<file path="config.mk">
export PLATFORM = sky130hd
export DESIGN_NAME = rx_sample_ctrl
export DESIGN_NICKNAME = d
export VERILOG_FILES = /design/src/rtl/rx_sample_ctrl.sv
export SDC_FILE = /design/constraint.sdc
export NUM_CORES = 1
export LEC_CHECK = 0
export CELL_PAD_IN_SITES_DETAIL_PLACEMENT = 1
export CELL_PAD_IN_SITES_GLOBAL_PLACEMENT = 1
export CORE_ASPECT_RATIO = 0.9
export CORE_MARGIN = 2
export CORE_UTILIZATION = 49
export CTS_BUF_LIST = sky130_fd_sc_hd__clkbuf_4 sky130_fd_sc_hd__clkbuf_8
export CTS_CLUSTER_DIAMETER = 40
export DETAILED_ROUTE_END_ITERATION = 8
export PLACE_DENSITY = 0.95
export RECOVER_POWER = 100
export SLEW_MARGIN = 0
export SYNTH_ARGS = -nofsm -noshare
export SYNTH_HDL_FRONTEND = slang
export SYNTH_SLANG_ARGS = --single-unit
</file>
<file path="constraint.sdc">
create_clock -name clk -period 5.9 [get_ports clk]
set_input_delay 0.885 -clock clk [delete_from_list [all_inputs] [get_ports clk]]
set_output_delay 0.885 -clock clk [all_outputs]
set_load 0.02 [all_outputs]
</file>
<file path="src/rtl/rx_sample_ctrl.sv">
// Receive bit-timing controller: tracks rx_in transitions and issues one mid-bit sample strobe per bit.
// Optional 3-sample majority glitch filter on rx_in, enabled by defining RX_SAMPLE_CTRL_GLITCH_FILTER_EN.
module rx_sample_ctrl #(
  parameter int DIV_W      = 8,
  parameter int LOCK_EDGES = 4,
  parameter int TIMEOUT    = 16
) (
  input  logic             clk,
  input  logic             rst,
  input  logic             enable,
  input  logic [DIV_W-1:0] period,
  input  logic             rx_in,
  output logic             smp_dat,
  output logic             smp_vld,
  output logic             locked,
  output logic             lost
);
  typedef enum logic [1:0] {IDLE, HUNT, ACQ, LOCKED} state_t;

  localparam logic [DIV_W-1:0] MIN_PER = DIV_W'(4);
  localparam logic [3:0]       LOCK_N  = 4'(LOCK_EDGES);
  localparam logic [7:0]       TMO     = 8'(TIMEOUT);

  logic rx_f;

`ifdef RX_SAMPLE_CTRL_GLITCH_FILTER_EN
  logic [1:0] win_q, win_d;
  logic       filt_q, filt_d;

  always_comb begin
    win_d  = {win_q[0], rx_in};
    filt_d = (rx_in & win_q[0]) | (rx_in & win_q[1]) | (win_q[0] & win_q[1]);
  end

  always_ff @(posedge clk) begin
    if (rst) begin
      win_q  <= '0;
      filt_q <= 1'b0;
    end else begin
      win_q  <= win_d;
      filt_q <= filt_d;
    end
  end

  assign rx_f = filt_q;
`else
  assign rx_f = rx_in;
`endif

  state_t           state_q, state_d;
  logic [DIV_W-1:0] period_q, period_d;
  logic [DIV_W-1:0] cnt_q, cnt_d;
  logic [3:0]       good_q, good_d;
  logic [7:0]       idle_q, idle_d;
  logic             rx_d_q, rx_d_d;
  logic             smp_dat_q, smp_dat_d;
  logic             smp_vld_q, smp_vld_d;
  logic             locked_q, locked_d;
  logic             lost_q, lost_d;

  logic [DIV_W-1:0] half, last, cnt_inc, cnt_skip;
  logic             edge_det, strobe, on_time;

  always_comb begin
    half     = period_q >> 1;
    last     = period_q - DIV_W'(1);
    edge_det = rx_f ^ rx_d_q;
    strobe   = (state_q == ACQ || state_q == LOCKED) && (cnt_q == half);
    cnt_inc  = (cnt_q == last) ? '0 : cnt_q + DIV_W'(1);
    cnt_skip = (cnt_q == period_q - DIV_W'(2)) ? '0 : cnt_q + DIV_W'(2);
    on_time  = (cnt_q == last) || (cnt_q <= DIV_W'(1));

    state_d   = state_q;
    period_d  = period_q;
    cnt_d     = cnt_q;
    good_d    = good_q;
    idle_d    = idle_q;
    rx_d_d    = rx_f;
    smp_dat_d = smp_dat_q;
    smp_vld_d = 1'b0;
    lost_d    = 1'b0;

    case (state_q)
      IDLE: begin
        if (enable) begin
          state_d  = HUNT;
          period_d = (period < MIN_PER) ? MIN_PER : period;
        end
      end
      HUNT: begin
        if (edge_det) begin
          state_d = ACQ;
          cnt_d   = '0;
          good_d  = '0;
        end
      end
      default: begin
        if (strobe) idle_d = idle_q + 8'd1;
        if (strobe && state_q == LOCKED) begin
          smp_vld_d = 1'b1;
          smp_dat_d = rx_f;
        end
        if (edge_det) begin
          idle_d = '0;
          if (state_q == ACQ) begin
            cnt_d = '0;
            if (on_time) begin
              good_d = good_q + 4'd1;
              if (good_d == LOCK_N) state_d = LOCKED;
            end else begin
              good_d = '0;
            end
          // Locked: nudge phase one cycle toward the edge instead of snapping
          end else if (cnt_q == last || cnt_q == '0) begin
            cnt_d = cnt_inc;
          end else if (cnt_q < half) begin
            cnt_d = cnt_q;
          end else begin
            cnt_d = cnt_skip;
          end
        end else if (idle_q == TMO) begin
          state_d = HUNT;
          cnt_d   = '0;
          good_d  = '0;
          idle_d  = '0;
          lost_d  = (state_q == LOCKED);
        end else begin
          cnt_d = cnt_inc;
        end
      end
    endcase

    if (!enable) begin
      state_d   = IDLE;
      cnt_d     = '0;
      good_d    = '0;
      idle_d    = '0;
      smp_vld_d = 1'b0;
      lost_d    = 1'b0;
    end

    locked_d = (state_d == LOCKED);
  end

  always_ff @(posedge clk) begin
    if (rst) begin
      state_q   <= IDLE;
      period_q  <= MIN_PER;
      cnt_q     <= '0;
      good_q    <= '0;
      idle_q    <= '0;
      rx_d_q    <= 1'b0;
      smp_dat_q <= 1'b0;
      smp_vld_q <= 1'b0;
      locked_q  <= 1'b0;
      lost_q    <= 1'b0;
    end else begin
      state_q   <= state_d;
      period_q  <= period_d;
      cnt_q     <= cnt_d;
      good_q    <= good_d;
      idle_q    <= idle_d;
      rx_d_q    <= rx_d_d;
      smp_dat_q <= smp_dat_d;
      smp_vld_q <= smp_vld_d;
      locked_q  <= locked_d;
      lost_q    <= lost_d;
    end
  end

  assign smp_dat = smp_dat_q;
  assign smp_vld = smp_vld_q;
  assign locked  = locked_q;
  assign lost    = lost_q;

endmodule
</file>
==> impl_metrics.toml, run 1 <==
[synth]
synth_common_cells = "44 x nand2_1, 35 x dfxtp_1, 26 x nor2_1"
synth_edf_count = 0
synth_area_um2 = 2540
synth.most_common_cell = "nand2_1"
synthDominantCellAreaShare_pct = 27.5
synth_warnings = 0
synth_ff_type = "dfxtp_1"
synth.avg_cell_area_um2 = 7.64
synthCells = 333
synth_seq_cells = 35
synth_cell_types = 59
async_reset_ff_share_pct = 0
ys_top_cells_by_area = "dfxtp_1 28%, ha_1 8.4%, nand2_1 6.5%"
synth.largest_area_cell = "dfxtp_1"
ys_seq_area_share_pct = 27.5
synth_fp_nets = 362

[cts]
cts.sinks = 35
clock_latency_ps = 300
cts.clk_slew.worst_paths_ps = 80
cts_resized = 0
ctsHtreeMaxLevel = 2
cts_tree = "done"
cts_max_path_buffers = 2
ctsHoldBuffers = 0
clk_root_buffer_cell = "clkbuf_8"
cts_buffers = 5
cts_setup_buffers = 0

[critical_path]
cp-startpoint = "rst"
path_cells = "dlygate4sd3_1 -> nor2b_1 -> nand2_1 -> or4b_1 -> a221o_1 -> a32oi_1"
slowest_stage = "nor2b_1"
worst_setup_path_end_kind = "register"
cp_max_fo = 12
start_kind = "input port"
path_class = "input port to register"
cp.arrival_ps = 3690
path_delay_family = "simple AND/OR/NAND/NOR gates"
crit_required_ps = 6120
rrSetupSlack_ps = 2610
cpPeakStageDelay_ps = 800
rr_startpoint = "period_q[0]"
path_buf_inv = 1

[timing]
period_share_pct = 58.7
timing.fmax_mhz = 289
final.min_clock_period_ps = 3470
hold_viol_final = 0
worst_pin_slew_ps = 962
slew_headroom_pct = 35.7
rsz0062_at_grt = "no"
whs_ps = 523
setup_slack_ps = 2430
fin_tns_setup_ps = 0
skew_ps = 6.53
setup_viol = 0
final-max-slew-violation-count = 0

[detailed_routing]
drcViolationCount = 0
first_iter_violations = 209
vias = 2698
via_per_inst = 6.60
avgRoutedWirePerCell_um = 21.1
drt_pass1_iterations = 5
wl_um = 8630
ant_nets = 0

[placement]
io_buffers = 15
gp_congestion = 0.897
placed_area_um2 = 2730
dp.cells = 401
post-place-ws_ps = 2320
dp_hpwl_um = 5790

[min_path]
worstHoldPathType = "register to register"
min_from = "good_q[3]"

[die]
rows = 24
initial_utilization_pct = 51.7
die_w_um = 80.0
ios = 16
core_area_um2 = 4920
die_h_um = 72.4
die_area_um2 = 5790

[global_route]
grt_pass1_vias = 2761
grt_pass1_wl_um = 13900
grt_max_degree = 17
grt.total_usage_pct = 31.1
grt.overflow.total = 0
antenna_found_initial = 0

[power]
total_power_mw = 0.592
p_leak_nw = 1.06
power.density_nw_per_um2 = 209
peakVddDrop_mv = 0.165

[layout]
multiInputGateArea_um2 = 1740
final_nets = 372
drive_gt1_share_pct = 3.49
syn_to_final_growth_pct = 11.6
design_area_um2 = 2840
finalNonFillerCells = 409
final_util_pct = 57.7
seqCellArea_um2 = 701
num_antenna_cells = 0
n_fill_cell = 632

[run_status]
status = "completed"

[job]
drv_cap = 0
==> layer usage <==
metal / routed length (um) / vias to the layer above / GRT usage (%)
met1: 3610 / 1313 / 37.7
met2: 4270 / 129 / 54.3
met3: 564 / 27 / 6.34
met5: 0 / - / 0
li1: - / 1229 / -
met4: 186 / 0 / 12.1
==> cell type report <==
class,count,share of cell area [%]
Clock buffer,5,2.42
Multi-Input combinational cell,271,61.1
Inverter,15,1.98
Clock inverter,3,1.67
Tap cell,65,2.86
Sequential cell,35,24.7
Timing Repair Buffer,15,5.29
==> flip-flops by register name (all words and copies together), names as in the netlist <==
| register | cells |
|---|---|
| smp_dat | 1 |
| state_q | 2 |
| locked | 1 |
| rx_d_q | 1 |
| good_q | 4 |
| period_q | 8 |
| smp_vld | 1 |
| idle_q | 8 |
| cnt_q | 8 |
| lost | 1 |
==> worst reg2reg max path, delay by kind of cell (launching register included) <==
| kind | cells | cell delay (ps) |
|---|---|---|
| flip-flops | 1 | 500 |
| AND/OR/NAND/NOR | 4 | 1240 |
| buffers and inverters | 1 | 100 |
| AO/OA/AOI/OAI | 3 | 1160 |
| adder cells (fa/ha/maj) | 1 | 240 |
==> cells by family (layout without fill, tap and decap cells) <==
kind of cell / Yosys count / after routing / share of synthesized area, %
buffers and inverters: 27 / 38 / 4.03
and+or+nand+nor: 155 / 155 / 31.6
xor gates and xnor gates: 22 / 22 / 7.87
muxes: 1 / 1 / 0.393
adders and majority gates: 17 / 17 / 8.36
DFF: 35 / 35 / 27.5
AOI/OAI and AO/OA: 76 / 76 / 20.2
==> power breakdown <==
part / internal, mW / leakage, nW / total (mW) / switching, mW
registers: 0.241 / 0.284 / 0.252 / 0.0111
logic: 0.0405 / 0.721 / 0.110 / 0.0697
clock network: 0.128 / 0.0587 / 0.230 / 0.102
==> placed cells by master, fill, tap and decap left out, types with 2 or more instances in the layout <==
cell             synthesis  final
o21ai_0                  5      7
nor3b_1                  4      4
o2bb2ai_1                2      2
a32oi_1                  2      2
nand4_1                 12     13
a311oi_1                 2      2
and3_1                   3      3
clkdlybuf4s50_1          0      8
o2111ai_1                3      3
inv_1                   15     15
ha_1                    17     17
a21o_1                   2      2
nor2_1                  26     26
o31a_1                   2      2
clkbuf_8                 0      5
and4_1                   2      2
o22ai_1                  2      2
dfxtp_1                 35     35
a211oi_1                 2      2
nor4_1                   2      2
o21ai_1                  4      2
dlygate4sd3_1            0      7
nand2_1                 44     44
and2_1                   8      7
or3_1                    6      6
xnor2_1                  9      9
a211o_1                  2      2
o221ai_1                 2      2
a31oi_1                  8      8
a21oi_1                 23     23
nand3_1                 12     12
nor3_1                  10     10
nor2b_1                 10     10
xor2_1                  12     12
nand2b_1                 7      7
a22oi_1                  3      3
==> final timing paths <==
kind	to	cells past startpoint
min reg2reg	good_q[3]	1
max reg2reg	locked	9
max	cnt_q[7]	6
min	good_q[3]	1
Power figures use the tool's default switching activity.
==> inputs of run 2 (changes only) <==
--- a/config.mk
+++ b/config.mk
@@ -9,11 +9,11 @@
 export CELL_PAD_IN_SITES_GLOBAL_PLACEMENT = 1
 export CORE_ASPECT_RATIO = 0.9
 export CORE_MARGIN = 2
-export CORE_UTILIZATION = 49
+export CORE_UTILIZATION = 41
 export CTS_BUF_LIST = sky130_fd_sc_hd__clkbuf_4 sky130_fd_sc_hd__clkbuf_8
 export CTS_CLUSTER_DIAMETER = 40
 export DETAILED_ROUTE_END_ITERATION = 8
-export PLACE_DENSITY = 0.95
+export PLACE_DENSITY = 0.86
 export RECOVER_POWER = 100
 export SLEW_MARGIN = 0
 export SYNTH_ARGS = -nofsm -noshare
==> constraint.sdc (replaced) <==
create_clock -name clk -period 2.9 [get_ports clk]
set_input_delay 0.435 -clock clk [delete_from_list [all_inputs] [get_ports clk]]
set_output_delay 0.435 -clock clk [all_outputs]
set_load 0.02 [all_outputs]
==> impl_metrics.toml, run 2 (synthesis results as in run 1) <==
[run_status]
status = "completed"

[detailed_routing]
ant_nets = 0
drcViolationCount = 0
via_per_inst = 6.13
first_iter_violations = 201
avgRoutedWirePerCell_um = 19.5
drt_pass1_iterations = 4
vias = 2634
wl_um = 8380

[timing]
fin_tns_setup_ps = 0
rsz0062_at_grt = "no"
final-max-slew-violation-count = 0
worst_pin_slew_ps = 839
slew_headroom_pct = 43.6
timing.fmax_mhz = 362
skew_ps = 7.23
setup_slack_ps = 135
whs_ps = 467
final.min_clock_period_ps = 2770
setup_viol = 0
period_share_pct = 95.3
hold_viol_final = 0

[layout]
design_area_um2 = 2990
largest_registers = "cnt_q (8), idle_q (8), period_q (8)"
num_antenna_cells = 0
final_nets = 386
drive_gt1_share_pct = 8.38
final_util_pct = 49.5
syn_to_final_growth_pct = 17.6
final_common_cell = "nand2_1"
layout_common_cells = "44 x nand2_1, 34 x dfxtp_1, 26 x nor2_1"

[placement]
io_buffers = 15
post-place-ws_ps = 70.9
dp_hpwl_um = 6390
gp_congestion = 0.900
placed_area_um2 = 2840

[global_route]
gr-usage-met2_pct = 42.1
grt_pass1_vias = 2706
busiest_layer = "met2"
met3_usage_pct = 3.74
grt.total_usage_pct = 26.0
met1_usage_pct = 35.4
antenna_found_initial = 0
grt.overflow.total = 0
grt_pass1_wl_um = 13900
grt_max_degree = 14

[min_path]
whs_path_depth = 2
hold_end = "smp_dat"
min_from = "smp_dat"
worstHoldPathType = "register to register"

[cts]
ctsHtreeMaxLevel = 2
cts.sinks = 35
cts_tree = "done"
clk_root_buffer_cell = "clkbuf_8"
cts_buffers = 5
cts_max_path_buffers = 2
ctsHoldBuffers = 0
clock_latency_ps = 300
cts.clk_slew.worst_paths_ps = 80

[critical_path]
path_delay_family = "simple AND/OR/NAND/NOR gates"
cp-startpoint = "period_q[2]"
slowest_stage = "or4b_1"
path_class = "register to register"
r2r_end = "cnt_q[7]"
cp_max_fo = 11
path_buf_inv = 1
worst_setup_path_end_kind = "register"
cpPeakStageDelay_ps = 490
path_cells = "inv_1 -> ha_1 -> nor3b_4 -> and4_1 -> or3_1 -> nand4_4 -> or4b_1 -> a221o_1 -> a32oi_1"
reg2reg_depth = 9
start_kind = "register"
rrSetupSlack_ps = 130
rr_startpoint = "period_q[2]"
crit_required_ps = 3120
cp.arrival_ps = 2990

[die]
die_area_um2 = 6850
ios = 16
rows = 27
initial_utilization_pct = 42.1
die_h_um = 78.7
core_area_um2 = 6050
die_w_um = 87.0

[power]
power.density_nw_per_um2 = 409
p_leak_nw = 1.13
peakVddDrop_mv = 0.235

[job]
drv_cap = 0
run 2: how the worst max path moves through the flow:
stage,end,slack [ps],cells after the start
2_1_floorplan,cnt_q[7],490,9
3_3_place_gp,locked,260,9
3_5_place_dp,locked,70,9
4_1_cts,locked,4,9
5_1_grt,cnt_q[7],9,9
6_report,cnt_q[7],130,9
run 2: through the flow:
| step | total power [mW] | instances |
|---|---|---|
| floorplan | 0.669 | 333 |
| global placement | 0.740 | 421 |
| detailed placement | 0.752 | 421 |
| CTS | 1.22 | 429 |
| global route | 1.28 | 430 |
| finish | 1.22 | 430 |
run 2: cell type report:
| type | count | area, um2 |
|---|---|---|
| clock buffers | 5 | 68.8 |
| clock inverters | 3 | 46.3 |
| fillers | 744 | 3050 |
| inverters | 15 | 56.3 |
| multi-input cells | 271 | 1780 |
| flip-flops and latches | 35 | 702 |
| well taps | 72 | 90.1 |
| repair buffers | 29 | 249 |
run 2: tightest hold or removal path: cells and delay by family, from the launching register on:
kind             cells  cell delay, ps
AO/OA/AOI/OAI        1              60
flip-flops           1             320
AND/OR/NAND/NOR      1              50
run 2: metal layers:
metal,vias to the layer above,wire length (um)
li1,1259,-
met1,1306,3870
met2,58,4080
met3,11,335
met4,0,99
met5,-,0
run 2: where the power goes:
group	leakage, nW	total (mW)	switching (mW)	internal [mW]
Clock	0.0548	0.464	0.205	0.259
Sequential	0.284	0.510	0.0193	0.491
Combinational	0.791	0.250	0.154	0.0956
Total	1.13	1.22	0.379	0.846
run 2: timing repair:
action | 4_1_cts | 5_1_grt
setup buffers | 0 | 1
resized for setup | 0 | 8
setup endpoints to repair | 0 | 13
==> inputs of run 3 (changes only) <==
--- a/config.mk
+++ b/config.mk
@@ -7,7 +7,6 @@
 export LEC_CHECK = 0
 export CELL_PAD_IN_SITES_DETAIL_PLACEMENT = 1
 export CELL_PAD_IN_SITES_GLOBAL_PLACEMENT = 1
-export CORE_ASPECT_RATIO = 0.9
 export CORE_MARGIN = 2
 export CORE_UTILIZATION = 41
 export CTS_BUF_LIST = sky130_fd_sc_hd__clkbuf_4 sky130_fd_sc_hd__clkbuf_8
==> impl_metrics.toml, run 3 (synthesis results as in run 1) <==
[detailed_routing]
first_iter_violations = 174
avgRoutedWirePerCell_um = 18.8
drt_pass1_iterations = 4
vias = 2646
wl_um = 8100
drcViolationCount = 0
ant_nets = 0
via_per_inst = 6.14

[timing]
timing.fmax_mhz = 362
hold_viol_final = 0
skew_ps = 5.59
whs_ps = 484
setup_slack_ps = 139
worst_pin_slew_ps = 827
final.min_clock_period_ps = 2760
final-max-slew-violation-count = 0
slew_headroom_pct = 44.5
setup_viol = 0
period_share_pct = 95.2

[critical_path]
path_class = "register to register"
cp.arrival_ps = 2980
path_cells = "inv_1 -> ha_1 -> nor3b_4 -> and4_1 -> or3_1 -> nand4_4 -> or4b_1 -> a221o_1 -> a32oi_1"
worst_setup_path_end_kind = "register"
path_delay_family = "simple AND/OR/NAND/NOR gates"
path_buf_inv = 1
cp_max_fo = 12
slowest_stage = "or4b_1"
cpPeakStageDelay_ps = 500
start_kind = "register"
crit_required_ps = 3120

[layout]
num_antenna_cells = 0
layout_common_cells = "44 x nand2_1, 34 x dfxtp_1, 26 x nor2_1"
drive_gt1_share_pct = 8.15
final_common_cell = "nand2_1"
n_fill_cell = 742
largest_registers = "cnt_q (8), idle_q (8), period_q (8)"
final_util_pct = 50.2
final_nets = 384
design_area_um2 = 2990
syn_to_final_growth_pct = 17.6

[global_route]
grt_max_degree = 17
grt.overflow.total = 0
grt.total_usage_pct = 25.7
grt_pass1_wl_um = 13200
antenna_found_initial = 0
grt_pass1_vias = 2672

[power]
peakVddDrop_mv = 0.291
p_leak_nw = 1.13
power.density_nw_per_um2 = 411

[placement]
dp_hpwl_um = 5990
post-place-ws_ps = -8.29
placed_area_um2 = 2820
io_buffers = 15
gp_congestion = 0.949

[cts]
clk_root_buffer_cell = "clkbuf_8"
cts_buffers = 5
clock_latency_ps = 300
cts_tree = "done"
cts.sinks = 35
cts.clk_slew.worst_paths_ps = 80
cts_max_path_buffers = 2
ctsHtreeMaxLevel = 2

[die]
rows = 28
die_area_um2 = 6850
die_w_um = 82.8
core_area_um2 = 5960
ios = 16
initial_utilization_pct = 42.7
die_h_um = 82.8

[run_status]
status = "completed"

[job]
drv_cap = 0

[min_path]
worstHoldPathType = "register to register"
-- run 3: final timing paths --
path | startpoint | to | slack (ps) | cells after the start
worst min-delay path | smp_dat | smp_dat | 480 | 2
worst max register to register | period_q[2] | cnt_q[7] | 140 | 9
worst min register to register | smp_dat | smp_dat | 480 | 2
worst max-delay path | period_q[2] | cnt_q[7] | 140 | 9
-- run 3: layout make-up --
class,instances,area (um2),area share (%)
Clock buffer,6,82.6,2.76
Tap cell,75,93.8,3.14
Timing Repair Buffer,27,236,7.90
Clock inverter,2,35.0,1.17
Inverter,15,56.3,1.88
Sequential cell,35,702,23.5
Multi-Input combinational cell,271,1790,59.7
-- run 3: power by group --
part           leakage, nW  switching (mW)  internal [mW]
registers            0.284          0.0209          0.491
logic                0.781           0.149         0.0972
clock network       0.0612           0.193          0.278
total                 1.13           0.363          0.867
-- run 3: metal layers --
| metal | up-vias | track usage (%) | share of wire [%] |
|---|---|---|---|
| li1 | 1256 | - | - |
| met1 | 1289 | 31.7 | 43 |
| met2 | 78 | 44.3 | 49 |
| met3 | 23 | 4.22 | 5.0 |
| met4 | 0 | 11.0 | 2.7 |
| met5 | - | 0 | 0 |
-- run 3: worst reg2reg max path, cell delays in order, from the launching register on --
cell and delay, ps:
dfxtp_1 390, inv_1 100, ha_1 240, nor3b_4 180
and4_1 160, or3_1 390, nand4_4 210, or4b_1 510
a221o_1 290, a32oi_1 220
-- run 3: stage by stage --
step	TNS, ps	instances	power (mW)
2_1_floorplan	0	333	0.669
3_3_place_gp	0	421	0.741
3_5_place_dp	-8.29	421	0.750
4_1_cts	0	429	1.22
5_1_grt	-1.31	431	1.28
6_report	0	431	1.23
-- run 3: repair_timing --
action                                 4_1_cts  5_1_grt
endpoints found under the hold margin        0        0
setup buffers                                0        2
setup endpoints to repair                    2       13
gates resized for setup                      1        7
hold buffers                                 0        0
